**src/rtl/mips_pkg.sv**
```systemverilog
// Shared types and constants for the MIPS instruction fetch unit.
package mips_pkg;

  localparam int unsigned INST_W = 32;
  localparam logic [INST_W-1:0] RESET_PC_DEFAULT = 32'h0000_0000;

  // One decoded-ready fetch result: the word and the address it came from.
  typedef struct packed {
    logic [INST_W-1:0] pc;
    logic [INST_W-1:0] inst;
  } t_fetch_entry;

  // Instruction addresses are always word aligned.
  function automatic logic [INST_W-1:0] word_align(input logic [INST_W-1:0] addr);
    return {addr[INST_W-1:2], 2'b00};
  endfunction

endpackage

```
**src/rtl/mips_fifo.sv**
```systemverilog
// Synchronous FIFO with flush; storage is registered so rdata reflects the head entry.
module mips_fifo
  import mips_pkg::*;
#(
  parameter int unsigned Width = INST_W,
  parameter int unsigned Depth = 2,
  localparam int unsigned PtrW = $clog2(Depth),
  localparam int unsigned CntW = $clog2(Depth) + 1
) (
  input  logic             clk,
  input  logic             rst,
  input  logic             flush,
  input  logic             push,
  input  logic [Width-1:0] wdata,
  input  logic             pop,
  output logic [Width-1:0] rdata,
  output logic             empty,
  output logic             full,
  output logic [CntW-1:0]  count
);

  logic [Width-1:0] mem_q [Depth];
  logic [PtrW-1:0]  wptr_q, rptr_q;
  logic [CntW-1:0]  count_q;
  logic             do_push, do_pop;

  assign empty = (count_q == '0);
  assign full  = (count_q == CntW'(Depth));
  assign count = count_q;
  assign rdata = mem_q[rptr_q];

  // A push into a full FIFO is accepted only when the head leaves in the same cycle.
  assign do_push = push & ~flush & (~full | pop);
  assign do_pop  = pop & ~empty & ~flush;

  // Pointer and occupancy tracking; flush empties the FIFO in one cycle.
  always_ff @(posedge clk or posedge rst) begin
    if (rst) begin
      wptr_q  <= '0;
      rptr_q  <= '0;
      count_q <= '0;
    end else if (flush) begin
      wptr_q  <= '0;
      rptr_q  <= '0;
      count_q <= '0;
    end else begin
      if (do_push) wptr_q <= wptr_q + 1'b1;
      if (do_pop)  rptr_q <= rptr_q + 1'b1;
      unique case ({do_push, do_pop})
        2'b10:   count_q <= count_q + 1'b1;
        2'b01:   count_q <= count_q - 1'b1;
        default: count_q <= count_q;
      endcase
    end
  end

  // Entry storage; contents need no reset since the pointers gate visibility.
  always_ff @(posedge clk) begin
    if (do_push) mem_q[wptr_q] <= wdata;
  end

endmodule

```
**src/rtl/mips_fetch.sv**
```systemverilog
// Instruction fetch: issues word requests, tags in-order responses with their PC,
// queues them for decode, and discards responses made stale by a redirect.
module mips_fetch
  import mips_pkg::*;
#(
  parameter logic [31:0] RESET_PC    = RESET_PC_DEFAULT,
  parameter int unsigned QUEUE_DEPTH = 2
) (
  input  logic        clk,
  input  logic        rst,
  output logic        imem_req_valid,
  output logic [31:0] imem_req_addr,
  input  logic        imem_req_ready,
  input  logic        imem_rsp_valid,
  input  logic [31:0] imem_rsp_data,
  input  logic        redirect_valid,
  input  logic [31:0] redirect_pc,
  output logic        inst_valid,
  output logic [31:0] inst_data,
  output logic [31:0] inst_pc,
  input  logic        inst_ready
);

  localparam int unsigned CntW = $clog2(QUEUE_DEPTH) + 1;
  localparam int unsigned EntW = $bits(t_fetch_entry);

  logic [31:0]     fetch_pc_q, fetch_pc_d;
  logic [CntW-1:0] outstanding_q, outstanding_d;
  logic [CntW-1:0] drop_q, drop_d;
  logic [CntW:0]   occupancy;
  logic            req_hs, dropping, rsp_keep;
  logic            iq_pop, iq_empty, iq_full;
  logic [CntW-1:0] iq_count;
  logic [31:0]     pcq_rdata;
  logic            pcq_empty, pcq_full;
  logic [CntW-1:0] pcq_count;
  t_fetch_entry    iq_wdata, iq_rdata;
  logic            unused_status;

  assign unused_status = ^{pcq_empty, pcq_full, pcq_count, iq_full};

  // Everything in flight (including responses still to be dropped) plus queued
  // entries must fit the queue, so every response always has room. A pop this
  // cycle frees a slot, which keeps one fetch per cycle at full throughput.
  assign occupancy = {1'b0, outstanding_q} + {1'b0, iq_count} - (CntW + 1)'(iq_pop);

  assign imem_req_valid = ~rst & ~redirect_valid & (occupancy < (CntW + 1)'(QUEUE_DEPTH));
  assign imem_req_addr  = fetch_pc_q;
  assign req_hs         = imem_req_valid & imem_req_ready;

  assign dropping = (drop_q != '0);
  assign rsp_keep = imem_rsp_valid & ~dropping & ~redirect_valid;

  assign inst_valid = ~iq_empty & ~redirect_valid;
  assign iq_pop     = inst_valid & inst_ready;
  assign inst_pc    = iq_rdata.pc;
  assign inst_data  = iq_rdata.inst;

  assign iq_wdata.pc   = pcq_rdata;
  assign iq_wdata.inst = imem_rsp_data;

  // PC of each accepted request, waiting for its response.
  mips_fifo #(
    .Width (32),
    .Depth (QUEUE_DEPTH)
  ) u_pc_fifo (
    .clk   (clk),
    .rst   (rst),
    .flush (redirect_valid),
    .push  (req_hs),
    .wdata (imem_req_addr),
    .pop   (rsp_keep),
    .rdata (pcq_rdata),
    .empty (pcq_empty),
    .full  (pcq_full),
    .count (pcq_count)
  );

  // Tagged instructions waiting for decode.
  mips_fifo #(
    .Width (EntW),
    .Depth (QUEUE_DEPTH)
  ) u_inst_queue (
    .clk   (clk),
    .rst   (rst),
    .flush (redirect_valid),
    .push  (rsp_keep),
    .wdata (iq_wdata),
    .pop   (iq_pop),
    .rdata (iq_rdata),
    .empty (iq_empty),
    .full  (iq_full),
    .count (iq_count)
  );

  // Next fetch address, in-flight count and stale-response count.
  always_comb begin
    fetch_pc_d    = fetch_pc_q;
    outstanding_d = outstanding_q;
    drop_d        = drop_q;

    if (redirect_valid) begin
      fetch_pc_d = word_align(redirect_pc);
    end else if (req_hs) begin
      fetch_pc_d = fetch_pc_q + 32'd4;
    end

    unique case ({req_hs, imem_rsp_valid})
      2'b10:   outstanding_d = outstanding_q + 1'b1;
      2'b01:   outstanding_d = outstanding_q - 1'b1;
      default: outstanding_d = outstanding_q;
    endcase

    // After a redirect every request still in flight belongs to the old path.
    if (redirect_valid) begin
      drop_d = outstanding_d;
    end else if (dropping && imem_rsp_valid) begin
      drop_d = drop_q - 1'b1;
    end
  end

  // Fetch state registers.
  always_ff @(posedge clk or posedge rst) begin
    if (rst) begin
      fetch_pc_q    <= RESET_PC;
      outstanding_q <= '0;
      drop_q        <= '0;
    end else begin
      fetch_pc_q    <= fetch_pc_d;
      outstanding_q <= outstanding_d;
      drop_q        <= drop_d;
    end
  end

endmodule
```
**config.mk**
```make
export PLATFORM = sky130hd
export DESIGN_NAME = mips_fetch
export DESIGN_NICKNAME = d
export VERILOG_FILES = /design/src/rtl/mips_pkg.sv /design/src/rtl/mips_fifo.sv /design/src/rtl/mips_fetch.sv
export SDC_FILE = /design/constraint.sdc
export NUM_CORES = 1
export LEC_CHECK = 0
export ABC_AREA = 1
export BUFFER_PORTS_ARGS = -buffer_cell sky130_fd_sc_hd__buf_2
export CAP_MARGIN = 20
export CORE_ASPECT_RATIO = 1.4
export CORE_MARGIN = 2
export CORE_UTILIZATION = 51
export CTS_BUF_LIST = sky130_fd_sc_hd__clkbuf_16
export DETAILED_ROUTE_END_ITERATION = 10
export PLACE_DENSITY = 0.86
export SLEW_MARGIN = 20
export SYNTH_ARGS = -nofsm -noshare
export SYNTH_HDL_FRONTEND = slang
export SYNTH_HIERARCHICAL = 1
export SYNTH_SLANG_ARGS = --single-unit
```
**constraint.sdc**
```tcl
create_clock -name clk -period 4.7 [get_ports clk]
set_input_delay 0 -clock clk [delete_from_list [all_inputs] [get_ports clk]]
set_output_delay 0 -clock clk [all_outputs]
set_load 0.02 [all_outputs]
```
; ---- Word level (Yosys, flattened, before mapping)
; Memories as Yosys holds them, arrays and structs flattened.
; Cells that the tools add are included.
[classes]
addsub = 14
multipliers = 0
div_mod_pow = 0
n_lt_le_gt_ge = 1
eq_ne = 8
n_shift = 0
mux = 21
bitwise = 24
reduce_logical = 12
[op_table]
columns = cell, count
row1 = two-way mux 32 bit, 2
row2 = adder 32 x 3 -> 32 bit (second input constant), 1
row3 = bitwise AND 1 bit, 15
row4 = nonzero test 2 bit, 7
row5 = two-way mux 1 bit, 12
row6 = case mux 2 bit (2 select lines), 3
row7 = == test 2 bit (second input constant), 5
row8 = two-way mux 2 bit, 4
row9 = subtractor 2 x 1 -> 2 bit (second input constant), 4
row10 = inverter 1 bit, 7
row11 = adder 2 x 1 -> 2 bit (second input constant), 3
row12 = == test 2 x 1 -> 1 bit (second input constant), 3
row13 = nonzero test 3 bit, 2
row14 = adder 1 bit (second input constant), 4
row15 = zero test 2 bit, 2
row16 = adder 2 x 2 -> 3 bit, 1
row17 = < comparator 3 x 2 -> 1 bit (second input constant), 1
row18 = subtractor 3 x 1 -> 3 bit, 1
row19 = bitwise OR 1 bit, 2
row20 = logical AND 1 bit, 1
[word_totals]
reg_bits = 44
latchBits = 0
ram_bits = 192
mem_bits_ro = 0
inputBits = 70
output_inout_bits = 98
word_cells = 91
n_memories = 2
[mem_list]
columns = name, words, width, rd, rd_clocked_by_memory_dff, write_ports, line
row1 = u_inst_queue.mem_q, 2, 64, 1, 0, 1, mips_fifo.sv:22  ; logic [Width-1:0] mem_q [Depth];
row2 = u_pc_fifo.mem_q, 2, 32, 1, 0, 1, mips_fifo.sv:22

; ---- Logic depth before layout (Yosys ltp)
[depth]
ltp_word = 13
mapped_depth = 18
mapped_depth_nobuf = 17

; ---- Hierarchy
; Netlist, hierarchy kept.
[modules_own_cells]
columns = module, instances, cells_each, area_per_inst_um2, seq_area_each_um2
row1 = mips_fifo at u_inst_queue, 1, 377, 4923.5, 3943.8
row2 = mips_fetch, 1, 415, 2706.3, 850.8
row3 = mips_fifo at u_pc_fifo, 1, 210, 2597.5, 2021.9

; ---- Worst setup path before layout
; No wires, ideal clock.
[synth_path]
path_type = register to register
startpoint = register u_inst_queue.count_q[1], in the netlist u_inst_queue/count[1]
endpoint = memory u_pc_fifo.mem_q[2][0], in the netlist u_pc_fifo/mem_q[1][0], enable pin
setup_ns = 0.421
arrival_ns = 4.450
required_time_ns = 4.279
path_slack_ns = -0.171
path_stages_with_launch = 16
path_buffers = 1
synth_period_minus_slack_ns = 4.871
cell_sequence = dfrtp_1 > inv_2 > nand2_4 > inv_1 > nor3b_1 > ha_1 > or2_2 > fa_1 > nand3_2 > nand3b_4 > inv_2 > buf_6 > inv_1 > nor2_1 > nand2_1 > nor2_1
[synth_via]
elab_chain_len = 12
elab_cells_between_ends = 13
classes_between = 2 x add/sub / 1 x order compare / 2 x mux / 7 x bitwise / 1 x reduce/logical
[synth_rtl]
columns = element, line
row1 = start: declaration, mips_fifo.sv:24  ; logic [CntW-1:0] count_q;
row2 = start signal: assignment, mips_fifo.sv:50  ; 2'b10: count_q <= count_q + 1'b1;
row3 = start signal: assignment, mips_fifo.sv:51  ; 2'b01: count_q <= count_q - 1'b1;
row4 = start signal: assignment, mips_fifo.sv:52  ; default: count_q <= count_q;
row5 = zero test 2 bit, mips_fifo.sv:27  ; assign empty = (count_q == '0);
row6 = net iq_empty, mips_fetch.sv:32  ; logic iq_pop, iq_empty, iq_full;
row7 = inverter 1 bit, mips_fetch.sv:54  ; assign inst_valid = ~iq_empty & ~redirect_valid;
row8 = bitwise AND 1 bit, mips_fetch.sv:54
row9 = bitwise AND 1 bit, mips_fetch.sv:55  ; assign iq_pop = inst_valid & inst_ready;
row10 = net iq_pop, mips_fetch.sv:32
row11 = subtractor 3 x 1 -> 3 bit, mips_fetch.sv:45  ; assign occupancy = {1'b0, outstanding_q} + {1'b0, iq_count} - (CntW + 1)'(iq_pop);
row12 = < comparator 3 x 2 -> 1 bit, mips_fetch.sv:47  ; assign imem_req_valid = ~rst & ~redirect_valid & (occupancy < (CntW + 1)'(QUEUE_DEPTH));
row13 = bitwise AND 1 bit, mips_fetch.sv:47
row14 = bitwise AND 1 bit, mips_fetch.sv:49  ; assign req_hs = imem_req_valid & imem_req_ready;
row15 = net req_hs, mips_fetch.sv:31  ; logic req_hs, dropping, rsp_keep;
row16 = bitwise AND 1 bit (2 in a row), mips_fifo.sv:33  ; assign do_push = push & ~flush & (~full | pop);
row17 = two-way mux 1 bit, mips_fifo.sv:59  ; if (do_push) mem_q[wptr_q] <= wdata;
row18 = two-way mux 1 bit (implied by the code), mips_fifo.sv:59
row19 = end: declaration, mips_fifo.sv:22
; The timed path passes the listed nets, and every way through them passes these cells.

; ---- Worst setup path in the final report
[layout_path]
startpoint = register u_inst_queue.count_q[0], in the netlist u_inst_queue/count[0]
endpoint = memory u_pc_fifo.mem_q[0][5], enable pin
[layout_via]
elab_chain_len = 12
elab_cells_between_ends = 13
classes_between = 2 x add/sub / 1 x order compare / 2 x mux / 7 x bitwise / 1 x reduce/logical
[layout_rtl]
columns = element, line
row1 = zero test 2 bit, mips_fifo.sv:27
row2 = net iq_empty, mips_fetch.sv:32
row3 = inverter 1 bit, mips_fetch.sv:54
row4 = bitwise AND 1 bit, mips_fetch.sv:54
row5 = bitwise AND 1 bit, mips_fetch.sv:55
row6 = net iq_pop, mips_fetch.sv:32
row7 = subtractor 3 x 1 -> 3 bit, mips_fetch.sv:45
row8 = < comparator 3 x 2 -> 1 bit, mips_fetch.sv:47
row9 = bitwise AND 1 bit, mips_fetch.sv:47
row10 = bitwise AND 1 bit, mips_fetch.sv:49
row11 = bitwise AND 1 bit (2 in a row), mips_fifo.sv:33
row12 = two-way mux 1 bit, mips_fifo.sv:59
row13 = two-way mux 1 bit (implied by the code), mips_fifo.sv:59
; The timed path passes the listed nets, and every way through them passes these cells.

==> impl_metrics.py <==
metrics = {
    "outcome": {
        "status": "completed",
    },
    "die": {
        "core_region_area_um2": 19800,
        "dieHeight_um": 172,
        "ios": 168,
        "die_w_um": 124,
        "die_area_um2": 21200,
        "rows": 61,
        "start_util": 0.517,
    },
    "global_route": {
        "grt_start_max_net_pins": 66,
        "grt.overflow.total": 0,
        "antenna_found_initial": 0,
        "grt_usage": 0.210,
        "grt_first_pass_wirelength_um": 35000,
        "grt_pass1_vias": 7486,
    },
    "worst_setup_path": {
        "critPathBufInv": 7,
        "startpoint_type": "flip-flop",
        "reg2reg_slack_ns": 0.77,
        "cp_slowest_cell": "fa_1",
        "critPathKind": "reg2reg",
        "worstPathArrival_ns": 4.08,
        "slowest_delay_ns": 0.51,
        "critPathMaxFanout": 32,
        "path_cells": "inv_2 -> nand2_4 -> inv_1 -> nor3b_1 -> buf_4 -> ha_1 -> or2_2 -> fa_1 -> nand3_2 -> nand3b_4 -> inv_2 -> inv_1 -> nor2_1 -> nand3_1 -> inv_1 -> buf_4",
        "crit_required_ns": 4.85,
        "worst_setup_path_end_kind": "flip-flop",
        "path_delay_family": "simple AND/OR/NAND/NOR gates",
        "cp_common_cell": "inv_1",
    },
    "route": {
        "drc": 0,
        "dr.pass1.iters": 5,
        "wl_per_cell_um": 15.1,
        "detail-route-antenna-nets": 0,
        "drt-vias-per-instance": 5.09,
        "wl_um": 22600,
        "drt_iter0_drc": 464,
        "vias": 7638,
    },
    "cells_and_area": {
        "num-nets-final": 1309,
        "final_layout_size_suffix_gt1_frac": 0.205,
        "most-common-layout-cells": "461 x nand2_1, 192 x edfxtp_1, 163 x buf_2",
        "antennaDiodeCount": 0,
        "finalNonFillerCells": 1500,
        "final_util": 0.638,
        "area_growth_pct": 23.4,
        "final_common_cell": "nand2_1",
        "regArea_um2": 6820,
        "multi_input_area_um2": 2950,
        "fillers": 1493,
    },
    "timing": {
        "min_period_ns": 3.93,
        "relSlewSlack": 0.306,
        "setup_viol_count_final": 0,
        "fin_crit_sh": 0.836,
        "rsz0062_at_grt": "no",
        "maxSlewViolCount": 0,
        "finalHoldViolCount": 0,
        "setup_tns_ns": 0,
        "fin_worst_skew_ns": 0.0115,
        "fmaxAchievable_mhz": 255,
        "tightest_slew_ns": 1.04,
    },
    "clocking": {
        "tritoncts": "built",
        "ctsResizeCount": 0,
        "clk_latency_ns": 0.50,
        "htreeDepth": 1,
        "clock_sinks": 234,
        "clk_path_buf_depth": 3,
        "post_cts_buffers": 0,
        "cts_made_buffers": 22,
        "root_buffer": "clkbuf_16",
        "path_clk_slew_ns": 0.06,
    },
    "power": {
        "p_comb_frac": 0.124,
        "switching_share": 0.255,
        "clkPwrFrac": 0.359,
        "cellInternalPower_mw": 3.59,
        "switching_power_mw": 1.23,
        "ir_drop_mv": 0.274,
        "power_density_nw_per_um2": 382,
        "cellLeakagePower_nw": 5.48,
        "power_frac_seq": 0.517,
    },
    "place": {
        "dpl.hpwl_um": 14600,
        "dp_cells": 1396,
        "place_congestion": 0.892,
        "port-buffer-count": 163,
    },
    "flow_run": {
        "max-cap-violations": 0,
    },
    "synthesis": {
        "syn_inst": 1001,
        "syn_area_per_cell_um2": 10.2,
        "ys_warn_count": 6,
        "netlist_area_um2": 10200,
    },
    "hold_path": {
        "holdCritPathClass": "in2reg",
    },
}
==> area by class of cell <==
cell class,instances,area share
Multi-Input combinational cell,666,0.234
Clock buffer,23,0.0456
Tap cell,252,0.0250
Clock inverter,16,0.0107
Inverter,71,0.0216
Timing Repair Buffer,238,0.122
Sequential cell,234,0.541
==> worst paths after layout <==
kind | to | cells past startpoint | start
max in group asynchronous | u_inst_queue/rptr_q | 4 | rst
min | u_inst_queue/rptr_q | 5 | redirect_valid
max | u_pc_fifo/mem_q[0][5] | 16 | u_inst_queue/count[0]
min in group asynchronous | imem_req_addr[8] | 4 | rst
min reg2reg | u_inst_queue/mem_q[0][32] | 2 | u_pc_fifo/mem_q[0][0]
max reg2reg | u_pc_fifo/mem_q[0][5] | 16 | u_inst_queue/count[0]
==> sequential cells by signal (all words and copies together) (netlist names) <==
signal	flops
u_inst_queue/mem_q	128
u_pc_fifo/mem_q	64
imem_req_addr	30
drop_q	2
outstanding_q	2
u_inst_queue/count	2
u_pc_fifo/count	2
u_inst_queue/rptr_q	1
u_inst_queue/wptr_q	1
u_pc_fifo/rptr_q	1
u_pc_fifo/wptr_q	1
==> worst register-to-register path, stage by stage (launching register included) <==
cell and delay [ns]:
dfrtp_1 0.43, inv_2 0.09, nand2_4 0.09, inv_1 0.06
nor3b_1 0.20, buf_4 0.19, ha_1 0.23, or2_2 0.30
fa_1 0.51, nand3_2 0.09, nand3b_4 0.38, inv_2 0.13
inv_1 0.07, nor2_1 0.21, nand3_1 0.13, inv_1 0.07
buf_4 0.39
==> per-stage QoR <==
step | worst slack (ns) | cell area (um2) | hold WS [ns] | power [mW]
2_1_floorplan | 0.156 | 10200 | -0.234 | 2.87
3_3_place_gp | 0.980 | 11200 | -0.0600 | 3.04
3_5_place_dp | 0.780 | 11200 | -0.0643 | 3.08
4_1_cts | 0.785 | 12600 | 0.0622 | 4.84
5_1_grt | 0.578 | 12600 | 0.101 | 5.00
6_report | 0.772 | 12600 | 0.0818 | 4.82
==> power groups by stage <==
stage | Combinational [mW] | Sequential [mW] | Clock, mW
2_1_floorplan | 0.336 | 2.54 | 0
3_3_place_gp | 0.521 | 2.52 | 0
3_5_place_dp | 0.551 | 2.53 | 0
4_1_cts | 0.598 | 2.48 | 1.76
5_1_grt | 0.660 | 2.50 | 1.84
6_report | 0.599 | 2.49 | 1.73
==> repair_timing <==
action	CTS	global route
endpoints found under the setup margin	0	0
hold endpoints to repair	138	0
hold buffers	65	0
==> routing by layer <==
metal	GRT usage	vias up	wire (um)
met1	0.226	3559	8250
met2	0.395	299	12100
met4	0.105	0	1050
li1	-	3712	-
met3	0.0259	68	1240
met5	0	-	0
(Power assumes the default switching activity.)
